File: src/rtl/fa_stim_pkg.sv
// Shared types and golden full-adder functions for the full-adder stimulus driver.
package fa_stim_pkg;

  typedef enum logic [1:0] {
    ST_IDLE = 2'd0,
    ST_EXH  = 2'd1,
    ST_RND  = 2'd2,
    ST_DONE = 2'd3
  } fa_state_t;

  localparam int         VEC_W   = 3;
  localparam logic [7:0] ERR_MAX = 8'd255;

  function automatic logic fa_exp_sum(input logic [VEC_W-1:0] vec);
    return ^vec;
  endfunction

  function automatic logic fa_exp_cout(input logic [VEC_W-1:0] vec);
    return (vec[2] & vec[1]) | (vec[2] & vec[0]) | (vec[1] & vec[0]);
  endfunction

endpackage

File: src/rtl/fa_stim_lfsr.sv
// 8-bit Fibonacci LFSR (x^8+x^6+x^5+x^4+1) for the random phase; used only
// when FA_STIM_RANDOM_EN is defined.
module fa_stim_lfsr
  import fa_stim_pkg::*;
#(
  parameter logic [7:0] SEED = 8'hA5
) (
  input  logic             i_clk,
  input  logic             i_reset,
  input  logic             i_load,
  input  logic             i_adv,
  output logic [VEC_W-1:0] o_vec
);

  logic [7:0] r_state;
  logic       w_fb;

  assign w_fb  = r_state[7] ^ r_state[5] ^ r_state[4] ^ r_state[3];
  assign o_vec = r_state[VEC_W-1:0];

  always_ff @(posedge i_clk or posedge i_reset) begin
    if (i_reset)     r_state <= SEED;
    else if (i_load) r_state <= SEED;
    else if (i_adv)  r_state <= {r_state[6:0], w_fb};
  end

endmodule

File: src/rtl/full_adder_stim_driver.sv
// Drives all eight a/b/cin combinations into a full adder and scores its
// responses. Optional random phase is enabled with FA_STIM_RANDOM_EN.
module full_adder_stim_driver
  import fa_stim_pkg::*;
#(
  parameter int         LAT       = 0,
  parameter int         N_RANDOM  = 16,
  parameter logic [7:0] RAND_SEED = 8'hA5
) (
  input  logic             i_clk,
  input  logic             i_reset,
  input  logic             i_start,
  output logic             o_a,
  output logic             o_b,
  output logic             o_cin,
  input  logic             i_sum,
  input  logic             i_cout,
  output logic             o_busy,
  output logic             o_done,
  output logic             o_pass,
  output logic [7:0]       o_err_count,
  output logic             o_first_err_valid,
  output logic [VEC_W-1:0] o_first_err_vec
);

  localparam logic [3:0] SLOT_LAST = 4'(LAT);

  fa_state_t        r_state, w_next;
  logic [VEC_W-1:0] r_vec;
  logic [3:0]       r_slot;
  logic [7:0]       r_err;
  logic             r_fev;
  logic [VEC_W-1:0] r_fvec;
  logic [VEC_W-1:0] w_vec;
  logic             w_busy;
  logic             w_accept;
  logic             w_slot_end;
  logic             w_mismatch;

`ifdef FA_STIM_RANDOM_EN
  logic [7:0]       r_rnd;
  logic [VEC_W-1:0] w_lfsr_vec;

  fa_stim_lfsr #(.SEED(RAND_SEED)) u_lfsr (
    .i_clk   (i_clk),
    .i_reset (i_reset),
    .i_load  (w_accept),
    .i_adv   (w_slot_end && (r_state == ST_RND)),
    .o_vec   (w_lfsr_vec)
  );

  assign w_vec = (r_state == ST_RND) ? w_lfsr_vec : r_vec;
`else
  assign w_vec = r_vec;
`endif

  assign w_busy     = (r_state == ST_EXH) || (r_state == ST_RND);
  assign w_accept   = i_start && ((r_state == ST_IDLE) || (r_state == ST_DONE));
  assign w_slot_end = w_busy && (r_slot == 4'd0);
  assign w_mismatch = (i_sum != fa_exp_sum(w_vec)) || (i_cout != fa_exp_cout(w_vec));

  always_ff @(posedge i_clk or posedge i_reset) begin
    if (i_reset) r_state <= ST_IDLE;
    else         r_state <= w_next;
  end

  always_comb begin
    w_next            = r_state;
    o_a               = 1'b0;
    o_b               = 1'b0;
    o_cin             = 1'b0;
    o_busy            = w_busy;
    o_done            = (r_state == ST_DONE);
    o_pass            = (r_state == ST_DONE) && (r_err == 8'd0);
    o_err_count       = r_err;
    o_first_err_valid = r_fev;
    o_first_err_vec   = r_fvec;
    if (w_busy) {o_a, o_b, o_cin} = w_vec;
    case (r_state)
      ST_IDLE, ST_DONE: if (i_start) w_next = ST_EXH;
      ST_EXH: begin
        if (w_slot_end && (r_vec == 3'd7)) begin
`ifdef FA_STIM_RANDOM_EN
          w_next = ST_RND;
`else
          w_next = ST_DONE;
`endif
        end
      end
      ST_RND: begin
`ifdef FA_STIM_RANDOM_EN
        if (w_slot_end && (r_rnd == 8'd0)) w_next = ST_DONE;
`else
        w_next = ST_IDLE;
`endif
      end
      default: w_next = ST_IDLE;
    endcase
  end

  // Slot timer counts down from LAT; the compare fires on its terminal count.
  always_ff @(posedge i_clk or posedge i_reset) begin
    if (i_reset) begin
      r_vec  <= '0;
      r_slot <= '0;
      r_err  <= '0;
      r_fev  <= 1'b0;
      r_fvec <= '0;
`ifdef FA_STIM_RANDOM_EN
      r_rnd  <= '0;
`endif
    end else if (w_accept) begin
      r_vec  <= '0;
      r_slot <= SLOT_LAST;
      r_err  <= '0;
      r_fev  <= 1'b0;
      r_fvec <= '0;
`ifdef FA_STIM_RANDOM_EN
      r_rnd  <= 8'(N_RANDOM - 1);
`endif
    end else if (w_slot_end) begin
      r_slot <= SLOT_LAST;
      r_vec  <= r_vec + 3'd1;
      if (w_mismatch) begin
        if (r_err != ERR_MAX) r_err <= r_err + 8'd1;
        if (!r_fev) begin
          r_fev  <= 1'b1;
          r_fvec <= w_vec;
        end
      end
`ifdef FA_STIM_RANDOM_EN
      if (r_state == ST_RND) r_rnd <= r_rnd - 8'd1;
`endif
    end else if (w_busy) begin
      r_slot <= r_slot - 4'd1;
    end
  end

endmodule

File: config.mk
export PLATFORM = sky130hd
export DESIGN_NAME = full_adder_stim_driver
export DESIGN_NICKNAME = d
export VERILOG_FILES = /design/src/rtl/fa_stim_pkg.sv /design/src/rtl/fa_stim_lfsr.sv /design/src/rtl/full_adder_stim_driver.sv
export SDC_FILE = /design/constraint.sdc
export NUM_CORES = 1
export LEC_CHECK = 0
export ABC_AREA = 1
export BUFFER_PORTS_ARGS = -buffer_cell sky130_fd_sc_hd__buf_2
export CORE_UTILIZATION = 40
export CTS_BUF_LIST = sky130_fd_sc_hd__clkbuf_8
export DETAILED_ROUTE_END_ITERATION = 8
export MAX_ROUTING_LAYER = met4
export PLACE_DENSITY = 0.73
export SKIP_LAST_GASP = 1
export SYNTH_ARGS = -nofsm -noshare
export SYNTH_HDL_FRONTEND = slang
export SYNTH_SLANG_ARGS = --single-unit
File: constraint.sdc
create_clock -name i_clk -period 1.6 [get_ports i_clk]
set_input_delay 0.48 -clock i_clk [delete_from_list [all_inputs] [get_ports i_clk]]
set_output_delay 0.48 -clock i_clk [all_outputs]
set_load 0.02 [all_outputs]
# Yosys cells after proc, flatten, opt, wreduce, memory -nomap -nowiden
# Cells that the tools add are included.
# W data, S select, Z words.
[totals]
regBits = 21
out_inout_bits = 18
elab_cells = 66
[op_classes]
add_sub_neg = 3
eq_ne = 10
muxes = 22
bitwise_logic = 5
reduce_logical = 20
[op_table]
columns = ["operator", "count"]
rows = [
  ["$mux W8", 4],
  ["$mux W3", 6],
  ["$mux W4", 3],
  ["$add A8 B1 Y8 const B", 1],
  ["$logic_not A8 Y1", 1],
  ["$ne A8 B8 Y1 const B", 1],
  ["$mux W1", 6],
  ["$pmux W2 S3", 1],
  ["$reduce_and A3 Y1", 2],
  ["$reduce_bool A2 Y1", 3],
  ["$eq A2 B2 Y1 const B", 2],
  ["$logic_and A1 B1 Y1", 4],
  ["$logic_not A4 Y1", 1],
  ["$mux W2", 2],
  ["$ne A2 B1 Y1 const B", 2],
  ["$reduce_and A2 Y1", 2],
  ["$sub A4 B1 Y4 const B", 1],
  ["$add A3 B1 Y3 const B", 1],
  ["$and A1 B1 Y1", 3],
  ["$eq A3 B3 Y1 const B", 1],
  ["$logic_or A1 B1 Y1", 3],
  ["$reduce_bool A3 Y1", 1],
  ["$reduce_xor A3 Y1", 1],
  ["$eq A2 B1 Y1 const B", 1],
  ["5 further kinds", 7],
]

# Longest topological paths before layout
# Gate-level depths: netlist of the first run.
[logic_depth]
depth_word = 8
mapped_depth = 11

# Least setup slack after synthesis of the first run
# No wires, ideal clock.
[synth_timing]
path_type = "register to output"
start = "register r_err[0], in the netlist o_err_count[0]"
end = "output o_pass"
arrival_time_ps = 1457
required_time_ps = 1120
path_slack_ps = -337
path_stages_with_launch = 5
path_cell_list = "dfrtp_1 -> inv_1 -> ha_1 -> nand2_1 -> nor4_1"
[synth_via]
elab_chain_len = 2
[synth_lines]
columns = ["element", "line", "text"]
rows = [
  ["from (decl)", "full_adder_stim_driver.sv:31", "logic [7:0] r_err;"],
  ["from (signal assigned)", "full_adder_stim_driver.sv:125", "if (r_err != ERR_MAX) r_err <= r_err + 8'd1;"],
  ["$logic_not A8 Y1", "full_adder_stim_driver.sv:74", "o_pass = (r_state == ST_DONE) && (r_err == 8'd0);"],
  ["$logic_and A1 B1 Y1", "full_adder_stim_driver.sv:74", ""],
  ["to (decl)", "full_adder_stim_driver.sv:20", "output logic o_pass,"],
]
# Every way passes these cells.

# Worst setup path in the final report of the first run
[layout_timing]
start = "register r_state[1]"
end = "output o_a"
[layout_via]
elab_chain_len = 3
word_cells_on_any_way = 4
[layout_lines]
columns = ["element", "line", "text"]
rows = [
  ["from (decl)", "full_adder_stim_driver.sv:28", "fa_state_t r_state, w_next;"],
  ["from (signal assigned)", "full_adder_stim_driver.sv:64", "else r_state <= w_next;"],
  ["$eq A2 B1 Y1 or $eq A2 B2 Y1 (tied branches)", "full_adder_stim_driver.sv:57", "assign w_busy = (r_state == ST_EXH) || (r_state == ST_RND);"],
  ["$logic_or A1 B1 Y1 (*)", "full_adder_stim_driver.sv:57", ""],
  ["$mux W1 (*)", "full_adder_stim_driver.sv:78", "if (w_busy) {o_a, o_b, o_cin} = w_vec;"],
  ["to (decl)", "full_adder_stim_driver.sv:13", "output logic o_a,"],
]
# Mark *: on every way between the ends. The rest lies on a longest branch, timed or not.

==> metrics, run 1 <==
status complete, but fails checks; failing checks negative setup slack; Top delay family on crit path flip-flops; crit share post-route 112.5%; largest net degree at the start of global routing 22; Tmin final 1.800 ns; Synth Area per Inst 7.863 um2; 1st-pass router iterations 4; CTS tree done; first-pass GRT wire length 5395 um; Die H 60.82 um; slowest cell delay on critical path 0.41 ns; DR DRC count 0; final slew viol count 0; synth unique cells 26; row count 20; final core utilization 59.61%; Final Hold Violating Endpoints 0; commonest cells after routing, fill and taps aside 37 x nand2_1, 24 x buf_4, 21 x dfrtp_1; Die W 60.82 um; WP buf/inv 2; clk sinks 21; fill count 277; post-route worst setup slack -0.1996 ns; critical path class register to primary output; DP Cell Count 261; most used cell, CP buf_6; area grow syn2layout 36.89%; worst slew pin tran 0.2736 ns; Max Freq 555.7 MHz; vias in the first global route 1254; crit start category register; commonest non-fill, non-tap cell in the layout nand2_1; WL met3 79 um; Finished Layout Cells 269; Hold Slack 0.2392 ns; Post-Syn Area 1384 um2; clock-pin slew on the worst setup and hold paths 0.08 ns; Max-Cap Viols 0; GP Congestion 0.8074; # diodes 0; final wirelength 3163 um; syn_nets 191; H-tree Lvls 1; RSZ-0062 raised after global routing yes; highest routed layer met4; met1 WL 1497 um; wire per inst 11.76 um; die area 3699 um2; Crit. End Element primary output; clk_lat worst skew 0.26 ns; crit path max-delay cell type dfrtp_1; Final HPWL DP 2239 um; Hold-fix buffers, CTS 0; CTS root buf clkbuf_8; Top-Level Pins 23; Peak VDD IR 0.0009112 V; CP Data Required Time 1.12 ns; initial antenna violation count 0; synth warn 0; PwrDens 1909 nW/um2; Nets 241; initial DRC count 33; Via Count 1265; Leak 0.0009678 uW; Overall Global Routing Usage 20.55%; clock skew 0.003713 ns; # setup viols final 20; worst endpoint data arrival time 1.32 ns; worst-path cell chain buf_6 > ha_4 > nor2_4 > buf_6; sequential area share after synthesis 37.97%; CP max FO 6; share of cells above drive strength 1 44.89%; gr ovfl total 0; dpl ws -0.1098 ns; Hold WC Path Type input port to asynchronous set/reset pin; core area 3178 um2; Max-Slew Margin vs Limit 81.76%; port buffer count 22; Initial Utilization 43.54%; DR vias/cell 4.703; met2 wire len 1503 um; post-synthesis cell count 176; #FFs+latches synth 21; post-route ant nets 0; Longest Clk Path Bufs 2; CTS Buf Count 3
## layer usage
layer | global-route usage, % | vias to the layer above
met5 | - | -
met4 | 10.39 | 0
met3 | 3.625 | 10
li1 | - | 652
met1 | 26.51 | 584
met2 | 30.93 | 19
## worst paths after layout
check / start / endpoint / slack [ns] / depth (start not counted)
hold / removal: i_reset / r_vec[0] / 0.24 / 3
setup reg to reg: r_state[1] / o_err_count[2] / -0.10 / 9
setup / recovery: r_state[1] / o_a / -0.20 / 4
min in group i_clk: o_first_err_vec[1] / o_first_err_vec[1] / 0.48 / 2
max in group asynchronous: i_reset / o_first_err_valid / 1.15 / 3
hold reg to reg: o_first_err_vec[1] / o_first_err_vec[1] / 0.48 / 2
## where the power goes
part	total, uW	internal (uW)	switching, uW
clock	347	171	176
sequential	835	711	124
combinational	2430	969	1460
total	3620	1850	1760
## cells by family after synthesis
| logic type | after synthesis | synth area share (%) |
|---|---|---|
| XOR/XNOR | 3 | 1.899 |
| flip-flops | 21 | 37.97 |
| buffers and inverters | 30 | 9.855 |
| adder cells (fa/ha/maj) | 10 | 9.584 |
| AO/OA/AOI/OAI | 18 | 8.770 |
| AND/OR/NAND/NOR | 94 | 31.92 |
## state kept, by name (all words and copies together) (netlist names)
signal             flops
o_err_count            8
o_first_err_valid      1
r_vec                  3
o_first_err_vec        3
r_slot                 4
r_state                2
## Yosys cell counts
master	count	share of area [%]
nor4_1	1	0.45
nand3_2	1	0.72
nand2_1	46	12
inv_1	25	6.8
o21ai_2	8	5.1
inv_2	3	0.81
nand3_1	13	4.7
ha_1	9	8.1
buf_12	1	1.4
nor2_2	1	0.45
nor3_1	2	0.72
xor2_1	2	1.3
nand2_4	1	0.81
nor2_1	17	4.6
nand4_1	1	0.45
nand3_4	1	1.3
xnor2_1	1	0.63
o22ai_1	1	0.45
buf_6	1	0.81
dfrtp_1	21	38
o21ai_0	7	2.5
fa_1	1	1.4
a21oi_1	1	0.36
nor2_4	2	1.6
o21ai_1	1	0.36
nand2_2	8	3.6
## what timing repair did
item / 4_1_cts / 5_1_grt
resized for setup: 30 / 8
setup endpoints to repair: 17 / 24
pin swaps: 6 / 3
cloned: 1 / 0
setup buffers: 2 / 1
## cell type report
class	instances	area [um2]	area share (%)
clock buffer	3	41.29	2.180
multi-input combinational	126	842.1	44.45
sequential	21	525.5	27.74
timing repair buffer	46	321.6	16.97
inverter	28	105.1	5.548
clock inverter	1	3.754	0.1982
tap	44	55.05	2.906
## per-stage QoR
step	TNS (ns)	total power [uW]	instance area [um2]
after CTS	-1.829	3581	1873
after detailed placement	-1.032	2886	1705
after global routing	-3.493	3919	1894
after floorplan	-0.06831	2347	1414
final	-1.688	3616	1894
after global placement	-0.5221	2838	1705
## worst register-to-register path, stage by stage (launching register included)
cell,delay [ns]
dfrtp_1,0.41
buf_6,0.13
ha_4,0.32
nand2_2,0.15
nand2_2,0.11
nor2_2,0.05
nand2_4,0.09
nand3_4,0.15
nand2_2,0.12
o21ai_2,0.07
(Power assumes the default switching activity.)
==> run 2, diff against run 1 <==
--- a/config.mk
+++ b/config.mk
@@ -5,13 +5,12 @@
 export SDC_FILE = /design/constraint.sdc
 export NUM_CORES = 1
 export LEC_CHECK = 0
-export ABC_AREA = 1
 export BUFFER_PORTS_ARGS = -buffer_cell sky130_fd_sc_hd__buf_2
 export CORE_UTILIZATION = 40
 export CTS_BUF_LIST = sky130_fd_sc_hd__clkbuf_8
 export DETAILED_ROUTE_END_ITERATION = 8
 export MAX_ROUTING_LAYER = met4
-export PLACE_DENSITY = 0.73
+export PLACE_DENSITY = 0.74
 export SKIP_LAST_GASP = 1
 export SYNTH_ARGS = -nofsm -noshare
 export SYNTH_HDL_FRONTEND = slang
==> metrics, run 2 <==
Final HPWL DP 2143 um; net load switching power 1345 uW; synth warn 0; wire per inst 14.16 um; CP Data Required Time 1.75 ns; max reg flops 8; Die W 56.83 um; # diodes 0; die area 3229 um2; leading area contributor after synthesis dfrtp_1; Peak VDD IR 0.0009583 V; Max-Cap Viols 0; post-route ant nets 0; Max Freq 485.9 MHz; CTS tree done; clk sinks 21; P_int 1950 uW; CP max FO 5; Synth top area share 43.70%; Final Hold Violating Endpoints 0; RSZ-0062 raised after global routing yes; Crit. End Element register; final wirelength 3086 um; worst slew pin tran 0.5420 ns; Post-Syn Area 1202 um2; CTS Buf Count 3; post-synthesis cell count 123; vias in the first global route 1195; port buffer count 22; synth unique cells 37; 1st-pass router iterations 6; dpl ws -0.5206 ns; clock-pin slew on the worst setup and hold paths 0.08 ns; Synth Area per Inst 9.776 um2; post-synthesis async set-or-reset flop share 100.0%; Initial Utilization 42.86%; Max-Slew Margin vs Limit 63.73%; Die H 56.83 um; share of cells above drive strength 1 55.61%; Leak 0.0009366 uW; Post-synth top cells 21 x dfrtp_1, 16 x nand2_1, 9 x ha_1, 9 x inv_1, 8 x nand3_1; DR DRC count 8; DP Cell Count 207; worst endpoint data arrival time 2.20 ns; area grow syn2layout 61.60%; top-count cell post-synth dfrtp_1; Top-Level Pins 23; commonest non-fill, non-tap cell in the layout buf_4; Tmin final 2.058 ns; Hold Slack 0.2412 ns; commonest cells after routing, fill and taps aside 40 x buf_4, 19 x dfrtp_1, 16 x buf_2; crit start category register; Via Count 1181; failing checks design-rule violations, negative setup slack; Longest Clk Path Bufs 2; initial antenna violation count 0; initial DRC count 59; first-pass GRT wire length 5181 um; top cells by area, synth dfrtp_1 44%, ha_1 9.4%, nand2_1 5.0%, nand3_1 3.3%, o21ai_0 2.9%; clock skew 0.005681 ns; H-tree Lvls 1; DR vias/cell 5.417; post-route worst setup slack -0.4580 ns; largest net degree at the start of global routing 22; sequential share of power 23.2%; GP Congestion 0.8794; syn_nets 138; Finished Layout Cells 218; Nets 203; status complete, but fails checks; sequential area share after synthesis 43.70%; Post-synth EDFFs 0; # setup viols final 24; Post-synth top flop dfrtp_1; Comb power frac 66.4%; #FFs+latches synth 21; row count 19; core area 2805 um2; Hold WC Path Type input port to asynchronous set/reset pin; clk_lat worst skew 0.26 ns; PwrDens 1696 nW/um2; switching share of power 40.81%; CTS root buf clkbuf_8; clock power share 10.4%; crit share post-route 128.6%; gr ovfl total 0; final slew viol count 0; critical path class register to register; Overall Global Routing Usage 21.19%
[run 2: path summary, 6_finish.rpt]
check / from / end / slack (ns) / depth (start not counted)
setup reg to reg: r_state[0] / o_err_count[5] / -0.46 / 6
max in group asynchronous: i_reset / o_err_count[5] / 1.13 / 3
hold / removal: i_reset / o_err_count[2] / 0.24 / 3
hold reg to reg: o_first_err_vec[0] / o_first_err_vec[0] / 0.50 / 1
setup / recovery: r_state[0] / o_err_count[5] / -0.46 / 6
min in group i_clk: o_first_err_vec[0] / o_first_err_vec[0] / 0.50 / 1
[run 2: final cells by class]
type	instances	area, um2
multi-input cells	90	834.6
repair buffers	63	459.2
clock buffers	3	41.29
inverters	9	36.28
well taps	31	38.79
flip-flops and latches	21	528.0
clock inverters	1	5.005
fillers	204	862.1
[run 2: worst max-delay path, cell delays in order (launching register included)]
cell     delay (ns)
dfrtp_1        0.39
inv_2          0.08
ha_4           0.20
or4b_4         0.49
a31o_4         0.24
or4_4          0.42
mux2i_1        0.13
[run 2: kinds of logic after synthesis]
group	after synthesis	synth area share, %
muxes	4	3.434
AOI/OAI and AO/OA	29	17.07
and+or+nand+nor	44	18.63
DFF	21	43.70
adders and majority gates	10	11.03
buffers and inverters	12	3.953
xor gates and xnor gates	3	2.186
[run 2: power groups by stage]
stage	Clock, uW	Sequential [uW]	Combinational [uW]
after CTS	353	768	2050
final	342	765	2190
after global placement	0	762	1540
after global routing	378	780	2370
after floorplan	0	864	833
after detailed placement	0	770	1580
[run 2: metal layers]
layer  global-route usage (%)  part of all wire [%]  vias to the layer above
li1                         -                     -                      576
met1                    25.37                    42                      573
met2                    38.44                    55                       32
met3                    2.074                   3.2                        0
met4                    4.878                     0                        0
met5                        -                     0                        -
[run 2: what timing repair did]
action	in CTS	in global routing
hold buffers	0	0
resized for setup	39	15
setup buffers	7	3
endpoints found under the setup margin	26	27
pin swaps	10	10
[run 2: per-stage QoR]
stage	setup TNS, ns	util (%)	power (uW)	area (um2)
6_report	-7.196	69.27	3295	1943
5_1_grt	-8.743	69.27	3530	1943
4_1_cts	-6.435	67.08	3175	1882
3_5_place_dp	-6.193	58.12	2352	1630
3_3_place_gp	-5.274	58.12	2301	1630
2_1_floorplan	-5.660	-	1697	1249
